--- src/rtl/wb_regfile.sv ---
// Write-back stage latch plus 2-read/1-write register file with WB-to-ID bypass.
// Register 0 is hardwired to zero; wb_count tallies committed writes and wraps silently.
module wb_regfile #(
  parameter int DATA_W = 32,
  parameter int ADDR_W = 5
) (
  input  logic              clk,
  input  logic              rst,
  input  logic              ex_write_reg_en,
  input  logic [ADDR_W-1:0] ex_write_reg_addr,
  input  logic [DATA_W-1:0] ex_result,
  input  logic              stall,
  input  logic              flush,
  input  logic [ADDR_W-1:0] rd_addr_a,
  input  logic [ADDR_W-1:0] rd_addr_b,
  output logic [DATA_W-1:0] rd_data_a,
  output logic [DATA_W-1:0] rd_data_b,
  output logic              wb_en,
  output logic [ADDR_W-1:0] wb_addr,
  output logic [DATA_W-1:0] wb_data,
  output logic [15:0]       wb_count
);

  localparam int NREG = 1 << ADDR_W;

  logic              wb_en_q, wb_en_d;
  logic [ADDR_W-1:0] wb_addr_q, wb_addr_d;
  logic [DATA_W-1:0] wb_data_q, wb_data_d;
  logic [15:0]       wb_count_q;
  logic [DATA_W-1:0] regs_q [NREG];
  logic              commit_s;

  // A flush squashes the latched write, so it must not reach the array on that edge.
  assign commit_s = wb_en_q && (wb_addr_q != '0) && !stall && !flush;

  // Stage latch next state: flush beats stall, stall beats load.
  always_comb begin
    wb_en_d   = wb_en_q;
    wb_addr_d = wb_addr_q;
    wb_data_d = wb_data_q;
    if (flush) begin
      wb_en_d   = 1'b0;
      wb_addr_d = '0;
      wb_data_d = '0;
    end else if (stall) begin
      wb_en_d   = wb_en_q;
      wb_addr_d = wb_addr_q;
      wb_data_d = wb_data_q;
    end else begin
      wb_en_d   = ex_write_reg_en;
      wb_addr_d = ex_write_reg_addr;
      wb_data_d = ex_result;
    end
  end

  // Stage latch registers.
  always_ff @(posedge clk or negedge rst) begin
    if (!rst) begin
      wb_en_q   <= 1'b0;
      wb_addr_q <= '0;
      wb_data_q <= '0;
    end else begin
      wb_en_q   <= wb_en_d;
      wb_addr_q <= wb_addr_d;
      wb_data_q <= wb_data_d;
    end
  end

  // Register array and commit counter.
  always_ff @(posedge clk or negedge rst) begin
    if (!rst) begin
      wb_count_q <= 16'h0000;
      for (int i = 0; i < NREG; i++) begin
        regs_q[i] <= '0;
      end
    end else if (commit_s) begin
      wb_count_q        <= wb_count_q + 16'h0001;
      regs_q[wb_addr_q] <= wb_data_q;
    end else begin
      wb_count_q <= wb_count_q;
    end
  end

  function automatic logic [DATA_W-1:0] read_port(input logic [ADDR_W-1:0] addr);
    logic [DATA_W-1:0] data;
    if (addr == '0) begin
      data = '0;
    end else if (wb_en_q && (wb_addr_q == addr)) begin
      data = wb_data_q;
    end else begin
      data = regs_q[addr];
    end
    return data;
  endfunction

  // Combinational read ports; reset clears all state so they read zero during reset.
  always_comb begin
    rd_data_a = read_port(rd_addr_a);
    rd_data_b = read_port(rd_addr_b);
  end

  assign wb_en    = wb_en_q;
  assign wb_addr  = wb_addr_q;
  assign wb_data  = wb_data_q;
  assign wb_count = wb_count_q;

endmodule

--- config.mk ---
export PLATFORM = sky130hd
export DESIGN_NAME = wb_regfile
export DESIGN_NICKNAME = d
export VERILOG_FILES = /design/src/rtl/wb_regfile.sv
export SDC_FILE = /design/constraint.sdc
export NUM_CORES = 2
export LEC_CHECK = 0
export ABC_AREA = 1
export CELL_PAD_IN_SITES_DETAIL_PLACEMENT = 1
export CELL_PAD_IN_SITES_GLOBAL_PLACEMENT = 1
export CORE_MARGIN = 1
export CORE_UTILIZATION = 30
export CTS_CLUSTER_DIAMETER = 40
export DETAILED_ROUTE_END_ITERATION = 8
export PLACE_DENSITY_LB_ADDON = 0.1
export SLEW_MARGIN = 20
export SYNTH_ARGS = -nofsm -noshare
export SYNTH_HDL_FRONTEND = slang
export SYNTH_SLANG_ARGS = --single-unit
--- constraint.sdc ---
create_clock -name clk -period 2.8 [get_ports clk]
set_clock_uncertainty 0.2 [all_clocks]
set_input_delay 0.56 -clock clk [delete_from_list [all_inputs] [get_ports clk]]
set_output_delay 0.56 -clock clk [all_outputs]
set_load 0.05 [all_outputs]
==> metrics.md <==
| Metric | Value |
|---|---|
| Largest net degree at the start of global routing | 100 |
| Initial antenna violation count | 8 |
| Synthesized area | just under 60000 um^2 |
| Unique masters post-synth | 27 |
| Die ar. | 200000 um^2 |
| Hold Crit Depth | 3 |
| Max-slew violations | 0 |
| Synth Register Bits | ~1.1k |
| # IOs | 170 |
| Critical Path RT | slightly above 2 ns |
| Hold Crit Start | ex_result[5] |
| Die height | ~450 um |
| Mux share of post-synthesis cell area | 0 |
| Top delay family on crit path | buffers and inverters |
| Remaining DRCs | 0 |
| Simple-gate share of the synthesized area | 0.236 |
| Fraction of layout cells with a size suffix above 1 | 0.169 |
| WP data arrival | 2.78 ns |
| CTS tree | yes |
| R2R depth | 13 |
| Cells along the critical path | inv_4, o22ai_4, a21oi_4, nand3_4, buf_12, buf_12, nand3_4, a21oi_4, buf_6 |
| Number of global-route vias before repair | ~62k |
| Clock Latency Late Sink | 0.87 ns |
| CTS root buf | clkbuf_16 |
| Max Fanout on Critical Path | 7 |
| Num rows | between 150 and 200 |
| Syn Nets | just over 8k |
| CTS H-tree lvls | 4 |
| Clock transition at path regs | approximately 0.060 ns |
| Largest family of logic cells by synthesized area | simple AND/OR/NAND/NOR gates |
| Post-synthesis sequential area ratio | 0.455 |
| Minimum clock period | between 3 and 4 ns |
| Reg2reg start | wb_addr[3]$_DFFE_PN0P_ |
| Global-route wire length before repair | roughly 440000 um |
| Tot GR Track Use | 0.297 |
| Final non-filler cell area | about 80000 um^2 |
| Leading cell type in the layout, fill and taps excluded | nand2_1 |
| Routed len/inst | between 20 and 30 um |
| Clock Sinks | between 1k and 1.5k |
| Final setup fails | 64 |
| Port buffer count | between 150 and 200 |
| Worst flop-to-flop path endpoint | regs_q[268]$_DFFE_PN0P_ |
| Initial drt markers | 4979 |
| WP buf/inv | 4 |
| Area after DPL | between 70000 and 80000 um^2 |
| Outcome | finished, violations left |
| RSZ-0062 raised after global routing | true |
| Compound-Gate Fraction of Synth Area | 0.216 |
| Peak VDD IR | approximately 0.00062 V |
| R2R Setup Slk | roughly 0.12 ns |
| Gpl congestion | just under 0.9 |
| Synth Area in Adders | 0.000211 |
| Syn. warnings | 0 |
| Lkg Pwr | around 36 nW |
| Via density | 5.41 |
| Crit Path Class | flip-flop to output pin |
| TritonRoute pass-1 iters | 5 |
| HP Class | primary input to flip-flop |
| Core area | 196000 um^2 |
| Area grow syn2layout | 35.3% |
| Final WL | 296000 um |
| Antenna viol nets, final | 0 |
| CP max-delay cell | dfrtp_2 |
| Worst-margin pin slew | 0.695 ns |
| Hold Crit Endpoint | wb_data[5]$_DFFE_PN0P_ |
| CP startpoint kind | flip-flop |
| Starting density of the core | 0.303 |
| Fin. Hold Viols | 0 |
| Total grt overflow | 0 |
| Final Util | 0.410 |
| Synthesized instance count | between 8k and 9k |
| Crit path capture type | output pin |
| PwrDens | 660 nW/um^2 |
| Num CTS Buffers | between 200 and 250 |
| Total number of vias | between 60k and 70k |
| DIE WIDTH | 447 um |
| Commonest non-fill, non-tap cells in the layout | nand2_1 (2005), o21ai_0 (1245), dfrtp_1 (1073) |
| CP max stage delay | ~0.45 ns |
| Fmax | 283 MHz |
| Detail Placement HPWL | roughly 200000 um |
| Crit share post-route | 1.26 |
| Min setup slack post-route | -0.736 ns |
| Avg Inst Size Synth | 7.31 um^2 |
| Max-cap violations | 0 |
| Rel. slew slack | 0.537 |
| CTS Buffer Depth | 3 |
| Violated checks | setup timing |
| Nets | 8491 |
| Synth Area in XOR/XNOR | 0.00236 |
[logic make-up (layout without fill, tap and decap cells)]
logic type,count (synthesis),in the layout
buf+inv,1416,1929
flops,1078,1078
simple gates,3326,3326
fa+ha+maj,1,1
xor+xnor,16,16
other cells,0,5
compound gates,2280,2280
[sequential cells by signal, summed over array words and instances, names as in the netlist]
signal / cells
wb_en: 1
regs_q: 1024
wb_count: 16
wb_addr: 5
wb_data: 32
[worst max path at each step]
stage / startpoint / endpoint / slack [ns] / depth (start not counted)
6_report: wb_addr[4]$_DFFE_PN0P_ / rd_data_a[2] / -0.74 / 9
3_3_place_gp: rd_addr_b[4] / rd_data_b[16] / -0.71 / 12
5_1_grt: wb_addr[3]$_DFFE_PN0P_ / rd_data_a[4] / -0.80 / 12
2_1_floorplan: rd_addr_a[2] / rd_data_a[29] / -0.06 / 8
4_1_cts: wb_addr[3]$_DFFE_PN0P_ / rd_data_b[29] / -0.75 / 7
3_5_place_dp: rd_addr_b[4] / rd_data_b[16] / -0.71 / 12
[synth_stat cells]
cell,number,area share
nor4_1,2,0.00021
dfrtp_1,1078,0.45
buf_2,65,0.0055
clkinv_1,5,0.00032
ha_1,1,0.00021
inv_2,4,0.00025
nand3_1,998,0.084
inv_1,628,0.040
o211ai_1,554,0.070
a211oi_2,1,0.00021
nand2_1,2049,0.13
buf_1,56,0.0035
xnor2_1,10,0.0015
nor3_2,2,0.00034
xor2_1,6,0.00089
clkbuf_1,658,0.042
nand4_1,17,0.0018
nor3_1,7,0.00059
a211oi_1,3,0.00038
o21ai_1,102,0.0086
o22ai_1,6,0.00063
or2_2,57,0.0060
nor4_2,5,0.0011
o21ai_0,1291,0.11
a21oi_1,323,0.027
nor2_2,1,0.00011
nor2_1,188,0.012
[report_power, final]
part | internal, W | switching (W) | total, W
combinational | 0.00255 | 0.00479 | 0.00734
sequential | 0.0160 | 0.000365 | 0.0164
clock | 0.0195 | 0.00978 | 0.0293
[per-stage QoR]
stage	TNS (ns)	setup WS [ns]	cells	hold slack, ns	total power, W
after detailed placement	-342.21	-0.711	10803	0.168	0.0237
after global routing	-44.95	-0.796	11257	0.0854	0.0547
after global placement	-287.76	-0.706	10803	0.169	0.0236
after CTS	-43.01	-0.755	11248	0.0283	0.0533
final	-40.78	-0.736	11259	0.0910	0.0530
after floorplan	-2.58	-0.0628	8117	0.0644	0.0202
[cell type report]
cell class                 count  area, um^2
sequential                  1078       27000
timing repair buffer         870       10700
clock inverter               141        1960
clock buffer                 281        6290
multi-input combinational   5623       28600
fill                       22924      115000
tap                         2624        3280
antenna                        5        12.5
inverter                     637        2450
[worst min-delay path: stages]
cell and delay, ns:
clkdlybuf4s50_1 0.41, nand3_1 0.08, o21ai_0 0.07
[layer usage]
layer  track usage  share of wire
met5             0       0.000041
met4         0.125          0.045
met1         0.396           0.45
met2         0.484           0.47
met3        0.0359          0.043
[repair_timing]
action / 4_1_cts / 5_1_grt
cloned: 4 / 0
buffers inserted: 20 / 11
pin swaps: 32 / 27
resized for setup: 270 / 51
hold buffers: 2 / 0
hold endpoints to repair: 923 / 0
setup endpoints to repair: 113 / 91
Power figures use the tool's default switching activity.
